$ cat src/rtl/uart_fifo_sequencer.sv
// Read-side sequencer: pops bytes from the LFSR FIFO and hands them one UART frame at a time.
// Define UART_SEQ_DELIM_EN to append an 8'h0A delimiter after every BYTES_PER_WORD data bytes.
module uart_fifo_sequencer #(
  parameter int unsigned RD_LATENCY     = 1,
  parameter int unsigned BYTES_PER_WORD = 8,
  parameter int unsigned TIMEOUT_CYCLES = 16
) (
  input  logic        clk_50,
  input  logic        clr,
  input  logic        run,
  input  logic        fifo_empty,
  input  logic [7:0]  fifo_q,
  output logic        rdreq,
  input  logic        tx_busy,
  output logic [7:0]  tx_data,
  output logic        wr_en,
  output logic        active,
  output logic [3:0]  byte_idx,
  output logic [15:0] sent_cnt,
  output logic        err_timeout
);

  localparam int unsigned CntW = $clog2(TIMEOUT_CYCLES + RD_LATENCY) + 1;
  localparam logic [CntW-1:0] LatLast = CntW'(RD_LATENCY - 1);
  // Counting starts in the cycle after the strobe, so the last waiting cycle is TIMEOUT_CYCLES-2.
  localparam logic [CntW-1:0] TmoLast = CntW'(TIMEOUT_CYCLES - 2);
  localparam logic [3:0]      IdxLast = 4'(BYTES_PER_WORD - 1);
  localparam logic [7:0]      DelimByte = 8'h0A;

  typedef enum logic [2:0] {
    StIdle,
    StPop,
    StWaitQ,
    StLoad,
    StWaitBusy,
    StWaitDone
`ifdef UART_SEQ_DELIM_EN
    ,
    StDelim
`endif
  } state_e;

  state_e          state_q, state_d;
  logic [CntW-1:0] cnt_q, cnt_d;
  logic [7:0]      tx_data_q, tx_data_d;
  logic [3:0]      byte_idx_q, byte_idx_d;
  logic [15:0]     sent_cnt_q, sent_cnt_d;
  logic            err_q, err_d;
  logic            rdreq_q, rdreq_d;
  logic            wr_en_q, wr_en_d;
  logic            active_q, active_d;
  logic            timeout;
`ifdef UART_SEQ_DELIM_EN
  logic            delim_pend_q, delim_pend_d;
`endif

  // State register and all registered outputs.
  always_ff @(posedge clk_50) begin
    if (clr) begin
      state_q    <= StIdle;
      cnt_q      <= '0;
      tx_data_q  <= '0;
      byte_idx_q <= '0;
      sent_cnt_q <= '0;
      err_q      <= 1'b0;
      rdreq_q    <= 1'b0;
      wr_en_q    <= 1'b0;
      active_q   <= 1'b0;
`ifdef UART_SEQ_DELIM_EN
      delim_pend_q <= 1'b0;
`endif
    end else begin
      state_q    <= state_d;
      cnt_q      <= cnt_d;
      tx_data_q  <= tx_data_d;
      byte_idx_q <= byte_idx_d;
      sent_cnt_q <= sent_cnt_d;
      err_q      <= err_d;
      rdreq_q    <= rdreq_d;
      wr_en_q    <= wr_en_d;
      active_q   <= active_d;
`ifdef UART_SEQ_DELIM_EN
      delim_pend_q <= delim_pend_d;
`endif
    end
  end

  // Next-state logic.
  always_comb begin
    state_d = state_q;
    timeout = 1'b0;
    case (state_q)
      StIdle: begin
        if (run && !fifo_empty && !tx_busy) begin
          state_d = StPop;
        end
      end
      StPop: begin
        state_d = StWaitQ;
      end
      StWaitQ: begin
        if (cnt_q == LatLast) begin
          state_d = StLoad;
        end
      end
      StLoad: begin
        state_d = StWaitBusy;
      end
      StWaitBusy: begin
        if (tx_busy) begin
          state_d = StWaitDone;
        end else if (cnt_q == TmoLast) begin
          timeout = 1'b1;
          state_d = StIdle;
        end
      end
      StWaitDone: begin
        if (!tx_busy) begin
`ifdef UART_SEQ_DELIM_EN
          state_d = delim_pend_q ? StDelim : StIdle;
`else
          state_d = StIdle;
`endif
        end
      end
`ifdef UART_SEQ_DELIM_EN
      StDelim: begin
        state_d = StWaitBusy;
      end
`endif
      default: begin
        state_d = StIdle;
      end
    endcase
  end

  // Output and datapath next values; every output is taken from a flop.
  always_comb begin
    cnt_d      = (state_d == state_q) ? cnt_q + CntW'(1) : '0;
    tx_data_d  = tx_data_q;
    byte_idx_d = byte_idx_q;
    sent_cnt_d = sent_cnt_q;
    err_d      = err_q | timeout;

    if ((state_q == StWaitQ) && (cnt_q == LatLast)) begin
      tx_data_d = fifo_q;
    end

    if (state_q == StLoad) begin
      sent_cnt_d = sent_cnt_q + 16'd1;
      byte_idx_d = (byte_idx_q == IdxLast) ? 4'd0 : byte_idx_q + 4'd1;
    end

    rdreq_d  = (state_d == StPop);
    wr_en_d  = (state_d == StLoad);
    active_d = (state_d != StIdle);

`ifdef UART_SEQ_DELIM_EN
    delim_pend_d = delim_pend_q;
    if ((state_q == StLoad) && (byte_idx_q == IdxLast)) begin
      delim_pend_d = 1'b1;
    end
    // A timed-out frame abandons its pending delimiter along with the byte.
    if ((state_q == StDelim) || timeout) begin
      delim_pend_d = 1'b0;
    end
    if (state_d == StDelim) begin
      tx_data_d = DelimByte;
      wr_en_d   = 1'b1;
    end
`endif
  end

  assign rdreq       = rdreq_q;
  assign wr_en       = wr_en_q;
  assign active      = active_q;
  assign tx_data     = tx_data_q;
  assign byte_idx    = byte_idx_q;
  assign sent_cnt    = sent_cnt_q;
  assign err_timeout = err_q;

endmodule

$ cat config.mk
export PLATFORM = sky130hd
export DESIGN_NAME = uart_fifo_sequencer
export DESIGN_NICKNAME = d
export VERILOG_FILES = /design/src/rtl/uart_fifo_sequencer.sv
export SDC_FILE = /design/constraint.sdc
export NUM_CORES = 1
export LEC_CHECK = 0
export CAP_MARGIN = 10
export CORE_ASPECT_RATIO = 1.4
export CORE_MARGIN = 4
export CORE_UTILIZATION = 55
export DETAILED_ROUTE_END_ITERATION = 8
export DONT_BUFFER_PORTS = 1
export GPL_TIMING_DRIVEN = 0
export PLACE_DENSITY = 0.7
export REMOVE_ABC_BUFFERS = 1
export SETUP_SLACK_MARGIN = 0.5
export SLEW_MARGIN = 20
export SYNTH_ARGS = -nofsm -noshare
export SYNTH_HDL_FRONTEND = slang
export SYNTH_SLANG_ARGS = --single-unit
$ cat constraint.sdc
create_clock -name clk_50 -period 3 [get_ports clk_50]
set_input_delay 0.15 -clock clk_50 [delete_from_list [all_inputs] [get_ports clk_50]]
set_output_delay 0.15 -clock clk_50 [all_outputs]
set_load 0.02 [all_outputs]
## Yosys cells after proc, flatten, opt, wreduce, memory -nomap -nowiden

Index checks and enable logic that the tools add are counted.

| word-level totals | value |
|---|---|
| bits in registers | 41 |
| bits in latches | 0 |
| RAM bits | 0 |
| ROM bits | 0 |
| output and inout port bits | 32 |
| logic and storage cells | 43 |
| memories | 0 |

| operators by class | value |
|---|---|
| add/subtract/negate cells | 3 |
| $mul | 0 |
| div/mod/pow operators | 0 |
| order comparisons | 0 |
| eq/ne operators | 10 |
| shift-type cells | 0 |
| multiplexer cells | 10 |
| bitwise logic cells | 2 |
| reductions and logical operators | 9 |

Operators with widths:

| operator | number |
|---|---|
| $pmux W3 S6 | 1 |
| $add A16 B1 Y16 const B | 1 |
| $mux W3 | 5 |
| $eq A3 B2 Y1 const B | 3 |
| $add A6 B1 Y6 const B | 1 |
| $eq A3 B1 Y1 const B | 2 |
| $eq A3 B3 Y1 const B | 2 |
| $eq A6 B4 Y1 const B | 1 |
| $logic_not A6 Y1 | 1 |
| $add A4 B1 Y4 const B | 1 |
| $eq A4 B3 Y1 const B | 1 |
| $mux W4 | 1 |
| $eq A3 B3 Y1 | 1 |
| $logic_and A1 B1 Y1 | 3 |
| $logic_not A3 Y1 | 1 |
| $mux W1 | 3 |
| $reduce_bool A3 Y1 | 1 |
| $logic_not A1 Y1 | 2 |
| $reduce_or A2 Y1 | 1 |
| $not A1 Y1 | 1 |
| $or A1 B1 Y1 | 1 |

## Logic depth before layout (Yosys ltp)

| logic depth | value |
|---|---|
| depth in word-level cells | 8 |
| mapped depth | 7 |

## Least setup slack after synthesis

OpenSTA, ideal clock, no wires.

| timing path | value |
|---|---|
| kind | reg-to-reg |
| start point | reg sent_cnt_q[0], in the netlist sent_cnt[0] |
| end point | reg sent_cnt_q[12], in the netlist sent_cnt[12] |
| setup time | 0.070 ns |
| arrival time | 1.564 ns |
| data required time | 2.930 ns |
| setup slack | 1.366 ns |
| stages on the path, launching flop included | 7 |
| buffers on the path | 1 |
| period minus slack after synthesis | 1.634 ns |
| path through | dfxtp_1 > ha_1 > and4b_1 > buf_4 > nand4_2 > or3_1 > a21oi_1 |

| on the way | value |
|---|---|
| longest elaborated chain between the ends | 1 |

RTL lines:

| element | line | source |
|---|---|---|
| start: declaration | 47 | `logic [15:0] sent_cnt_q, sent_cnt_d;` |
| start signal: assignment | 77 | `sent_cnt_q <= sent_cnt_d;` |
| $add A16 B1 Y16 | 150 | `sent_cnt_d = sent_cnt_q + 16'd1;` |

Every way passes these cells.
A chain may end at the register's enable or synchronous reset.

## Final worst setup path

| timing path | value |
|---|---|
| start point | reg cnt_q[0] |
| end point | reg rdreq_q, in the netlist rdreq |

| on the way | value |
|---|---|
| longest elaborated chain between the ends | 5 |
| elaborated cells on any way between the ends | 7 |

RTL lines:

| element | line | source |
|---|---|---|
| start: declaration | 44 | `logic [CntW-1:0] cnt_q, cnt_d;` |
| start signal: assignment | 74 | `cnt_q <= cnt_d;` |
| $eq A6 B4 Y1 | 112 | `end else if (cnt_q == TmoLast) begin` |
| $mux W3 | 112 |  |
| $mux W3 | 110 | `if (tx_busy) begin` |
| $pmux W3 S6 (*) | 92 | `case (state_q)` |
| $eq A3 B1 Y1 (*) | 154 | `rdreq_d = (state_d == StPop);` |
| end signal: assignment | 79 | `rdreq_q <= rdreq_d;` |
| end: declaration | 49 | `logic rdreq_q, rdreq_d;` |

Every way passes the cells marked *; elsewhere a longest branch is shown, timed or not.

==> out/qor.csv <==
metric,value,unit
grt_pass1_wl,6.09,mm
cpLargestDelayFamily,simple AND/OR/NAND/NOR gates,
cts_htree_levels,2,
detail_route.first_pass.iterations,4,
pwr_density_cell,567,mW/mm^2
initialDrtViolationCount,48,
seq_area_frac_synth,44.8,%
post_dp_cell_area,0.00182,sq mm
fp-row-count,24,
max_slew_margin,57.2,%
drc,0,
synth_largest_type_area_fraction,44.8,%
dp_worst_setup_slack,1050,ps
worstPathRequired,3240,ps
layout-area-overhead-vs-synth,6.49,%
rsz0062_at_grt,no,
first_global_vias,1360,
num-fill-cells,273,
max-vdd-ir-drop,0.423,mV
drt-vias-per-instance,5.95,
antenna_found_initial,0,
edff_count_synth,0,
fp.dieW,56.8,um
mappedNetlistArea,0.00183,sq mm
max_slew.worst_pin.slew,639,ps
maxSlewViolCount,0,
ys_async_sr_fraction,0,%
clk_path_buf_depth,2,
cts_tree,yes,
clock_sink_count,41,
fp.coreArea,0.00315,sq mm
post_cts_resize_count,0,
vias,1392,
post_cts.repair.setup_buffers,0,
p_leak,0.811,nW
tritoncts.num_buffers,5,
drt-wirelength-per-cell,15.4,um
timing.clock.skew,5.33,ps
critical-path-slowest-cell,sky130_fd_sc_hd__nand4_1,
antenna_left,0,
synthesis.area_per_instance,9.39,sq um
worstRegToRegCells,6,
yosys_warn_count,0,
clock_insertion_delay_worst_skew,290,ps
yosys.area.top_type,sky130_fd_sc_hd__dfxtp_1,
run_status,"finished, final reports clean",
worstSetupPathDepth,6,
worst_hold_path.num_cells,2,
hold_violations,0,
worst_setup_path_start_kind,flop,
path_class,flop to flop,
clk_root_buffer_cell,sky130_fd_sc_hd__clkbuf_8,
ios,45,
crit_path_cell_chain,inv_1 > ha_1 > nor3b_1 > nand4_1 > a21boi_1 > and4bb_1,
global_route_total_usage_across_every_layer,17.5,%
timing.max_cap.violations,0,
finalNetCount,212,
worst-endpoint-arrival,2210,ps
multi_input_area,916,sq um
diodes,0,
synth_top_flop_cell,sky130_fd_sc_hd__dfxtp_1,
critPathMaxStageDelay,540,ps
layout_setup_ws,1030,ps
crit_path_end_kind,flop,
syn-instance-count,195,
drive_above_1_share,10.3,%
die_height,76.3,um
timing.critical_path.buf_inv,1,
clock_slew_at_the_register_clock_pins_of_the_worst_setup_and_hold_paths,80,ps
design_area,0.00195,sq mm
place.detailed.hpwl,2.57,mm
globalRouteOverflowTotal,0,
final.period_utilization,65.7,%
largest_net_degree_at_the_start_of_global_routing,31,
crit_fanout,10,
worst_hold_path_type,primary input to flop,
io_buffer_count,0,
gpl.final_weighted_congestion,0.869,
synthTopCellsByArea,"sky130_fd_sc_hd__dfxtp_1 45%, sky130_fd_sc_hd__nor2_1 6.4%, sky130_fd_sc_hd__mux2i_1 4.4%, sky130_fd_sc_hd__xor2_1 3.8%, sky130_fd_sc_hd__ha_1 3.4%",
route.final.wire_length,3.60,mm
finalSetupTns,0,ps
final-seq-area,821,sq um
fin_worst_hold_slack,8.42,ps
setup_violations,0,
synth.ff_latch_count,41,
die_area,0.00433,sq mm
layout_min_cycle_time,1970,ps
synth.cells.most_frequent,"41 x sky130_fd_sc_hd__dfxtp_1, 31 x sky130_fd_sc_hd__nor2_1, 11 x sky130_fd_sc_hd__a21oi_1",
ys_types,45,
initial_utilization,58.1,%
fmaxAchievable,0.507,GHz
leading_cell_type_by_number_of_instances_after_synthesis,sky130_fd_sc_hd__dfxtp_1,
-- layout make-up --
class / count / area share, %
inverters: 8 / 1.54
clock buffers: 6 / 4.23
clock inverters: 2 / 1.92
repair buffers: 2 / 0.770
flip-flops and latches: 41 / 42.1
multi-input cells: 136 / 47.0
well taps: 39 / 2.50
-- cell families after synthesis --
logic type | count (synthesis) | share of synthesized area (%)
multiplexers | 9 | 4.99
AND/OR/NAND/NOR | 81 | 25.1
adder cells (fa/ha/maj) | 5 | 3.42
buffers and inverters | 18 | 5.19
flip-flops | 41 | 44.8
AO/OA/AOI/OAI | 26 | 9.29
XOR/XNOR | 15 | 7.17
-- through the flow --
step	utilization (%)	cells	power (mW)
after floorplan	-	185	0.633
after global placement	57.6	224	0.642
after detailed placement	57.6	224	0.646
after CTS	61.7	233	1.11
after global routing	61.9	234	1.15
final	61.9	234	1.11
-- final timing paths --
path / start / endpoint / slack, ps
setup reg to reg: cnt_q[0]$_SDFF_PP0_ / rdreq$_SDFF_PP0_ / 1030
hold / removal: fifo_q[4] / tx_data[4]$_SDFFE_PP0P_ / 8
setup / recovery: cnt_q[0]$_SDFF_PP0_ / rdreq$_SDFF_PP0_ / 1030
hold reg to reg: cnt_q[0]$_SDFF_PP0_ / cnt_q[0]$_SDFF_PP0_ / 470
-- registers in the layout (all words and copies together) (netlist names) --
signal / count
state_q: 3
rdreq: 1
tx_data: 8
err_timeout: 1
cnt_q: 6
sent_cnt: 16
wr_en: 1
byte_idx: 4
active: 1
-- cell usage in the layout (no fill, tap or decap), drive strengths merged, types with 4 or more instances in the layout --
cell,count
o21ai,6
nand4,6
nor3,4
mux2i,8
ha,5
nand3,8
xor2,8
nand2,10
nor2,31
xnor2,7
dfxtp,41
inv,8
a21oi,11
clkbuf,6
-- timing repair --
item / in CTS / in global routing
hold buffers: 1 / 1
endpoints found under the hold margin: 30 / 1
setup endpoints to repair: 0 / 0
-- power breakdown --
| part | total [mW] | switching, mW | internal, mW | leakage, nW |
|---|---|---|---|---|
| sequential | 0.581 | 0.0240 | 0.557 | 0.331 |
| combinational | 0.0586 | 0.0321 | 0.0265 | 0.422 |
| clock | 0.465 | 0.195 | 0.271 | 0.0574 |
-- routing by layer --
layer  vias to the layer above  track usage [%]  part of all wire, %
li1                        675                -                    -
met1                       661             18.5                   39
met2                        47             29.5                   51
met3                         9             7.12                  7.9
met4                         0             8.35                  1.9
met5                         -                0                    0
Note: power is estimated with default switching activity, not from simulation.
